$ cat src/rtl/lab3_mem_pkg.sv
// lab3_mem_pkg: shared widths, entry type and pointer-width helper for the
// store buffer slice that sits in front of datamemory.
package lab3_mem_pkg;

  localparam int AW = 32;
  localparam int DW = 32;

  typedef struct packed {
    logic [AW-1:0] addr;
    logic [DW-1:0] data;
  } sb_entry_t;

  // Pointer width for a power-of-two depth; never narrower than one bit.
  function automatic int SB_PTR_W(input int depth);
    return (depth > 1) ? $clog2(depth) : 1;
  endfunction

endpackage

$ cat src/rtl/sb_entry_fifo.sv
// sb_entry_fifo: store-buffer entry storage, FIFO pointers and occupancy.
// With STORE_BUFFER_FWD_EN defined it adds an address CAM reporting the youngest match.
module sb_entry_fifo #(
  parameter int DEPTH = 4,
  parameter int AW    = lab3_mem_pkg::AW,
  parameter int DW    = lab3_mem_pkg::DW
) (
  input  logic          clk,
  input  logic          reset_n,
  input  logic          push,
  input  logic [AW-1:0] pushAddr,
  input  logic [DW-1:0] pushData,
  input  logic          pop,
  output logic [AW-1:0] headAddr,
  output logic [DW-1:0] headData,
  output logic          full,
  output logic          empty
`ifdef STORE_BUFFER_FWD_EN
  ,
  input  logic [AW-1:0] lookupAddr,
  output logic          fwdHit,
  output logic [DW-1:0] fwdData
`endif
);

  import lab3_mem_pkg::*;

  localparam int PTR_W = SB_PTR_W(DEPTH);
  localparam logic [PTR_W:0] FULL_COUNT = (PTR_W + 1)'(DEPTH);

  logic [AW-1:0]    addrMem [DEPTH];
  logic [DW-1:0]    dataMem [DEPTH];
  logic [PTR_W-1:0] wrPtrReg;
  logic [PTR_W-1:0] wrPtrNext;
  logic [PTR_W-1:0] rdPtrReg;
  logic [PTR_W-1:0] rdPtrNext;
  logic [PTR_W:0]   countReg;
  logic [PTR_W:0]   countNext;

  assign full     = (countReg == FULL_COUNT);
  assign empty    = (countReg == '0);
  assign headAddr = addrMem[rdPtrReg];
  assign headData = dataMem[rdPtrReg];

  always_comb begin
    wrPtrNext = wrPtrReg;
    rdPtrNext = rdPtrReg;
    countNext = countReg;
    if (push) begin
      wrPtrNext = wrPtrReg + PTR_W'(1);
    end
    if (pop) begin
      rdPtrNext = rdPtrReg + PTR_W'(1);
    end
    if (push && !pop) begin
      countNext = countReg + (PTR_W + 1)'(1);
    end else if (!push && pop) begin
      countNext = countReg - (PTR_W + 1)'(1);
    end
  end

  always_ff @(posedge clk) begin
    if (!reset_n) begin
      wrPtrReg <= '0;
      rdPtrReg <= '0;
      countReg <= '0;
    end else begin
      wrPtrReg <= wrPtrNext;
      rdPtrReg <= rdPtrNext;
      countReg <= countNext;
    end
  end

  // Payload needs no reset: an entry is only ever read while it is live.
  always_ff @(posedge clk) begin
    if (push) begin
      addrMem[wrPtrReg] <= pushAddr;
      dataMem[wrPtrReg] <= pushData;
    end
  end

`ifdef STORE_BUFFER_FWD_EN
  logic [DEPTH-1:0] matchVec;
  logic [PTR_W-1:0] fwdSel;
  logic [PTR_W-1:0] searchIdx;

  for (genvar gi = 0; gi < DEPTH; gi++) begin : gCam
    logic validReg;

    always_ff @(posedge clk) begin
      if (!reset_n) begin
        validReg <= 1'b0;
      end else if (push && (wrPtrReg == PTR_W'(gi))) begin
        validReg <= 1'b1;
      end else if (pop && (rdPtrReg == PTR_W'(gi))) begin
        validReg <= 1'b0;
      end
    end

    assign matchVec[gi] = validReg && (addrMem[gi] == lookupAddr);
  end

  // Walk oldest to youngest from the head; the last hit seen is the youngest.
  always_comb begin
    fwdHit    = 1'b0;
    fwdSel    = '0;
    searchIdx = '0;
    for (int k = 0; k < DEPTH; k++) begin
      searchIdx = rdPtrReg + PTR_W'(k);
      if (matchVec[searchIdx]) begin
        fwdHit = 1'b1;
        fwdSel = searchIdx;
      end
    end
  end

  assign fwdData = dataMem[fwdSel];
`endif

endmodule

$ cat src/rtl/store_buffer.sv
// store_buffer: in-order store queue in front of datamemory; loads win over draining.
// Define STORE_BUFFER_FWD_EN to forward buffered store data to loads (loads always ready).
module store_buffer #(
  parameter int DEPTH = 4,
  parameter int AW    = lab3_mem_pkg::AW,
  parameter int DW    = lab3_mem_pkg::DW
) (
  input  logic          clk,
  input  logic          reset_n,
  input  logic          req_valid,
  input  logic          req_we,
  input  logic [AW-1:0] req_addr,
  input  logic [DW-1:0] req_wdata,
  output logic          req_ready,
  output logic          rsp_valid,
  output logic [DW-1:0] rsp_rdata,
  output logic          mem_we,
  output logic [AW-1:0] mem_addr,
  output logic [DW-1:0] mem_wdata,
  input  logic [DW-1:0] mem_rdata,
  output logic          idle
);

  import lab3_mem_pkg::*;

  logic          full;
  logic          empty;
  logic [AW-1:0] headAddr;
  logic [DW-1:0] headData;
  logic          loadReady;
  logic          storeFire;
  logic          loadFire;
  logic          drain;
  logic [DW-1:0] loadData;
  logic          rspValidReg;
  logic [DW-1:0] rspRdataReg;

`ifdef STORE_BUFFER_FWD_EN
  logic          fwdHit;
  logic [DW-1:0] fwdData;

  assign loadReady = 1'b1;
  assign loadData  = fwdHit ? fwdData : mem_rdata;
`else
  // Without a CAM a load can only be correct once every older store has landed.
  assign loadReady = empty;
  assign loadData  = mem_rdata;
`endif

  assign req_ready = req_we ? ~full : loadReady;
  assign storeFire = req_valid & req_we & ~full;
  assign loadFire  = req_valid & ~req_we & loadReady;
  // Gating with reset_n keeps a discarded entry from reaching memory on the reset edge.
  assign drain     = reset_n & ~empty & ~loadFire;

  sb_entry_fifo #(
    .DEPTH (DEPTH),
    .AW    (AW),
    .DW    (DW)
  ) entryFifo (
    .clk        (clk),
    .reset_n    (reset_n),
    .push       (storeFire),
    .pushAddr   (req_addr),
    .pushData   (req_wdata),
    .pop        (drain),
    .headAddr   (headAddr),
    .headData   (headData),
    .full       (full),
    .empty      (empty)
`ifdef STORE_BUFFER_FWD_EN
    ,
    .lookupAddr (req_addr),
    .fwdHit     (fwdHit),
    .fwdData    (fwdData)
`endif
  );

  always_comb begin
    mem_we    = 1'b0;
    mem_addr  = '0;
    mem_wdata = '0;
    if (loadFire) begin
      mem_addr = req_addr;
    end else if (drain) begin
      mem_we    = 1'b1;
      mem_addr  = headAddr;
      mem_wdata = headData;
    end
  end

  always_ff @(posedge clk) begin
    if (!reset_n) begin
      rspValidReg <= 1'b0;
      rspRdataReg <= '0;
    end else begin
      rspValidReg <= loadFire;
      if (loadFire) begin
        rspRdataReg <= loadData;
      end
    end
  end

  assign rsp_valid = rspValidReg;
  assign rsp_rdata = rspRdataReg;
  assign idle      = empty & ~rspValidReg;

endmodule
$ cat config.mk
export PLATFORM = sky130hd
export DESIGN_NAME = store_buffer
export DESIGN_NICKNAME = d
export VERILOG_FILES = /design/src/rtl/lab3_mem_pkg.sv /design/src/rtl/sb_entry_fifo.sv /design/src/rtl/store_buffer.sv
export SDC_FILE = /design/constraint.sdc
export NUM_CORES = 1
export LEC_CHECK = 0
export CAP_MARGIN = 20
export CORE_ASPECT_RATIO = 1.4
export CORE_MARGIN = 2
export CORE_UTILIZATION = 28
export CTS_BUF_LIST = sky130_fd_sc_hd__clkbuf_2 sky130_fd_sc_hd__clkbuf_4 sky130_fd_sc_hd__clkbuf_8
export DETAILED_ROUTE_END_ITERATION = 8
export HOLD_SLACK_MARGIN = 0.12
export PLACE_DENSITY_LB_ADDON = 0.3
export SYNTH_ARGS = -nofsm -noshare
export SYNTH_HDL_FRONTEND = slang
export SYNTH_SLANG_ARGS = --single-unit
$ cat constraint.sdc
create_clock -name clk -period 3 [get_ports clk]
set_input_delay 0.6 -clock clk [delete_from_list [all_inputs] [get_ports clk]]
set_output_delay 0.6 -clock clk [all_outputs]
set_load 0.02 [all_outputs]
## Word level (Yosys, flattened, before mapping)

Memories as Yosys holds them, arrays and structs flattened. A register that Yosys moved wholly into a read port is not among the register bits.
Index checks and enable logic that the tools add are counted.
W data, S select, Z words.

| storage, ports and cells | value |
|---|---|
| memories | 2 |
| input bits | 100 |
| bits in registers | 40 |
| output and inout port bits | 100 |
| RAM bits | 256 |
| word-level logic and storage cells | 45 |

Memories:

| memory | depth | bits a word | read ports | clocked after Yosys merged registers in | wr ports | RTL line | source |
|---|---|---|---|---|---|---|---|
| entryFifo.addrMem | 4 | 32 | 1 | 1 | 1 | sb_entry_fifo.sv:31 | `logic [AW-1:0] addrMem [DEPTH];` |
| entryFifo.dataMem | 4 | 32 | 1 | 1 | 1 | sb_entry_fifo.sv:32 | `logic [DW-1:0] dataMem [DEPTH];` |

| cells by class | value |
|---|---|
| reduce and logical (&&, ||, !) cells | 6 |
| muxes and demuxes | 15 |
| bitwise logic cells | 12 |
| $add $sub $neg | 4 |
| equal/unequal tests | 1 |

Operators with widths:

| operator | count |
|---|---|
| $mux W32 | 4 |
| $mux W2 | 4 |
| $and A1 B1 Y1 | 7 |
| $mux W3 | 2 |
| $mux W1 | 5 |
| $not A1 Y1 | 5 |
| $add A2 B1 Y2 const B | 2 |
| $add A3 B1 Y3 const B | 1 |
| $eq A3 B3 Y1 const B | 1 |
| $logic_not A3 Y1 | 1 |
| $sub A3 B1 Y3 const B | 1 |
| $logic_and A1 B1 Y1 | 2 |
| $logic_not A1 Y1 | 2 |
| $reduce_bool A2 Y1 | 1 |

## Logic depth before layout (Yosys ltp)

| logic depth | value |
|---|---|
| word-level depth | 8 |
| gate-level depth with buffers | 9 |
| gate-level depth less buffers | 8 |

## By module

A second synthesis with hierarchy kept.

| second synthesis, totals | value |
|---|---|
| cells, all modules | 605 |
| area, all modules | 11702.5 um^2 |

Modules (own cells, without submodules):

| module | instances | area an instance (um^2) | cells each | seq. area each (um^2) |
|---|---|---|---|---|
| sb_entry_fifo | 1 | 9755.6 | 377 | 7867.5 |
| store_buffer | 1 | 1946.9 | 228 | 660.6 |

## Least setup slack after synthesis

No wires, ideal clock.

| path | value |
|---|---|
| path kind | in2reg |
| from | input port req_we |
| to | memory entryFifo.addrMem[0][0] (enable) |
| stages | 2 |
| data required time | 2.571 ns |
| setup time | 0.429 ns |
| setup slack | 0.227 ns |
| path buffers | 0 |
| data arrival time | 2.344 ns |
| cell sequence | and2_1 -> and3_1 |

| on the way | value |
|---|---|
| cells in the longest elaborated chain, start to end | 4 |

RTL lines:

| what | RTL line | source |
|---|---|---|
| start: declaration | store_buffer.sv:11 | `input logic req_we,` |
| $and A1 B1 Y1 (2 in series) | store_buffer.sv:51 | `assign storeFire = req_valid & req_we & ~full;` |
| $mux W1 | sb_entry_fifo.sv:76 | `if (push) begin` |
| $mux W1 (implied by the code) | sb_entry_fifo.sv:77 | `addrMem[wrPtrReg] <= pushAddr;` |
| end: declaration | sb_entry_fifo.sv:31 |  |

Every way passes these cells.

==> metrics <==
status finished, final reports clean; first-pass GRT wire length 40980 um; largest net degree at the start of global routing 65; Avg Vias per Cell 4.600; synth unique cells 30; placed instance area 0.01430 mm^2; HPWL Detailed 15180 um; drt first pass iters 4; slowest CP cell mux4_2; Crit Path Max Fanout 12; Final Hold Fails 0; initial antenna violation count 2; most frequent cells in the layout edfxtp_1, clkdlybuf4s50_1, mux4_2; HP Class flip-flop to flip-flop; Cell Pwr Density 769.1 mW/mm^2; initial core utilization 0.2837; multi-input combinational cell area 0.002751 mm^2; CP peak stage delay 0.52 ns; Rows 87; commonest non-fill, non-tap cell in the layout edfxtp_1; Syn Area/Cell 18.66 um^2; post-route minimum period 2.905 ns; Final period util 0.9683; Sink Count 298; critical path endpoint category output port; final core utilization 0.3768; fin nets 963; delay-heaviest family, CP buffers and inverters; Clk Tree Root Cell clkbuf_8; Wirelength per Cell 18.65 um; RSZ-0062 raised after global routing yes; Syn Inst Count 614; static leakage 5.033 nW; Max-slew headroom 0.6672; Slew Viols, Final 0; cell area after synthesis 0.01146 mm^2; drt total wl 26440 um; design area 0.01522 mm^2; GRT Residual Overflow 0; Post-DRT Antenna Nets 0; # DRC 0; CTS tree yes; FF/Latch Area 0.008536 mm^2; WP data required 2.40 ns; Die Width 175.0 um; CP Data Arrival Time 2.30 ns; vias in the first global route 7193; Fill cells 3808; register area share after synthesis 0.7443; GPL Wtd Cong 0.6807; #FFs+latches synth 298; CTS H-tree lvls 2; io pins 200; Die Area 0.04258 mm^2; clk buf depth 3; core area 0.04039 mm^2; CP startpoint kind flip-flop; P&R area growth vs syn 32.81%; worst-case clock skew 0.02478 ns; Max-cap violations 0; critical path cell sequence buf_12, buf_16, mux4_2, and2_1, clkdlybuf4s15_1; fmax 344.3 MHz; Die Height 243.4 um; Pwr Total 11.70 mW; Syn Nets 720; share of layout cells above drive strength 1 0.2503; 1st-iter DRT viols 330; endpoints failing setup 0; number of port buffers 199; Worst-Margin Slew 0.4987 ns; WS Path Type flip-flop to output port; WP buf/inv 3; worst vdd ir 0.0003521 V; number of buffers created by CTS 47; Clock transition at path regs 0.06 ns; YS warnings 0; vias 6523; GR Util All Layers 0.1253; worst skew pair latency 0.57 ns
[per-layer routing]
layer,vias up,part of all wire,global-route usage
met1,3320,0.40,0.1477
met4,2,0.023,0.04216
met5,-,0.00049,0
met2,209,0.50,0.2141
li1,2948,-,-
met3,44,0.074,0.04151
[registers in the layout, indices dropped and copies added, names as in the netlist, named ones only]
signal / count
entryFifo.addrMem: 128
entryFifo.countReg: 3
entryFifo.dataMem: 128
entryFifo.rdPtrReg: 2
entryFifo.wrPtrReg: 2
rsp_rdata: 32
rsp_valid: 1
[cells in the mapped netlist]
| cell | n | share of area |
|---|---|---|
| buf_2 | 8 | 0.0035 |
| nand2_1 | 4 | 0.0013 |
| and2_1 | 33 | 0.018 |
| o21ai_0 | 36 | 0.016 |
| inv_2 | 1 | 0.00033 |
| mux4_2 | 64 | 0.13 |
| nand2b_1 | 1 | 0.00055 |
| ha_1 | 5 | 0.0055 |
| xnor2_1 | 1 | 0.00076 |
| or3b_2 | 1 | 0.00076 |
| clkbuf_1 | 28 | 0.0092 |
| buf_4 | 4 | 0.0026 |
| a21oi_1 | 35 | 0.015 |
| nor3b_1 | 1 | 0.00066 |
| nor2_2 | 1 | 0.00055 |
| dfxtp_1 | 42 | 0.073 |
| and3_1 | 4 | 0.0022 |
| nand2_4 | 1 | 0.00098 |
| nand3_1 | 34 | 0.015 |
| fa_1 | 1 | 0.0017 |
| nor2_1 | 6 | 0.0020 |
| xor2_1 | 2 | 0.0015 |
| inv_1 | 4 | 0.0013 |
| mux2i_1 | 2 | 0.0017 |
| edfxtp_1 | 256 | 0.67 |
| or3_1 | 2 | 0.0011 |
| nor2b_1 | 1 | 0.00055 |
| a22o_1 | 32 | 0.024 |
| buf_6 | 2 | 0.0020 |
| nor3_1 | 2 | 0.00087 |
[through the flow]
stage / cells / setup slack, ns / hold slack (ns) / setup TNS [ns]
6_report: 1418 / 0.09522 / 0.4457 / 0
5_1_grt: 1417 / -0.03133 / 0.4939 / -0.03133
4_1_cts: 1415 / -0.07086 / 0.4509 / -0.2207
2_1_floorplan: 614 / 0.2270 / 0.4266 / 0
3_3_place_gp: 1329 / 0.06895 / 0.4405 / 0
3_5_place_dp: 1329 / 0.03012 / 0.4410 / 0
[cell families (layout without fill, tap and decap cells)]
group | after synthesis | in the layout | synth area share
fa+ha+maj | 6 | 6 | 0.007207
compound gates | 103 | 103 | 0.05547
xor+xnor | 3 | 3 | 0.002293
mux | 66 | 66 | 0.1275
simple gates | 91 | 91 | 0.04433
buf+inv | 47 | 316 | 0.01889
other cells | 0 | 1 | 0
flops | 298 | 298 | 0.7443
[power by group]
part           leakage, nW  switching (mW)  total [mW]  internal, mW
Clock                0.438            1.50        3.16          1.67
Sequential            2.67           0.103        4.86          4.76
Combinational         1.93            1.84        3.68          1.85
Total                 5.03            3.44        11.7          8.27
[final cells by class]
cell class / count / area share
Antenna cell: 1 / 0.0001644
Clock buffer: 57 / 0.04785
Clock inverter: 18 / 0.007071
Inverter: 5 / 0.001233
Multi-Input combinational cell: 269 / 0.1808
Sequential cell: 298 / 0.5609
Tap cell: 534 / 0.04390
Timing Repair Buffer: 236 / 0.1581
[final timing paths]
kind                           end                   from  depth (start not counted)  slack (ns)
max                  mem_wdata[13]              flip-flop                          5         0.1
min                      flip-flop  entryFifo.rdPtrReg[1]                          1        0.45
max reg2reg  entryFifo.countReg[2]  entryFifo.countReg[2]                          8        0.81
min reg2reg              flip-flop  entryFifo.rdPtrReg[1]                          1        0.45
[repair_timing]
item                                    4_1_cts  5_1_grt
setup buffers                                 8        2
endpoints found under the setup margin       67       23
cloned                                        3        0
hold buffers                                  0        0
resized for setup                           171       18
Power figures use the tool's default switching activity.
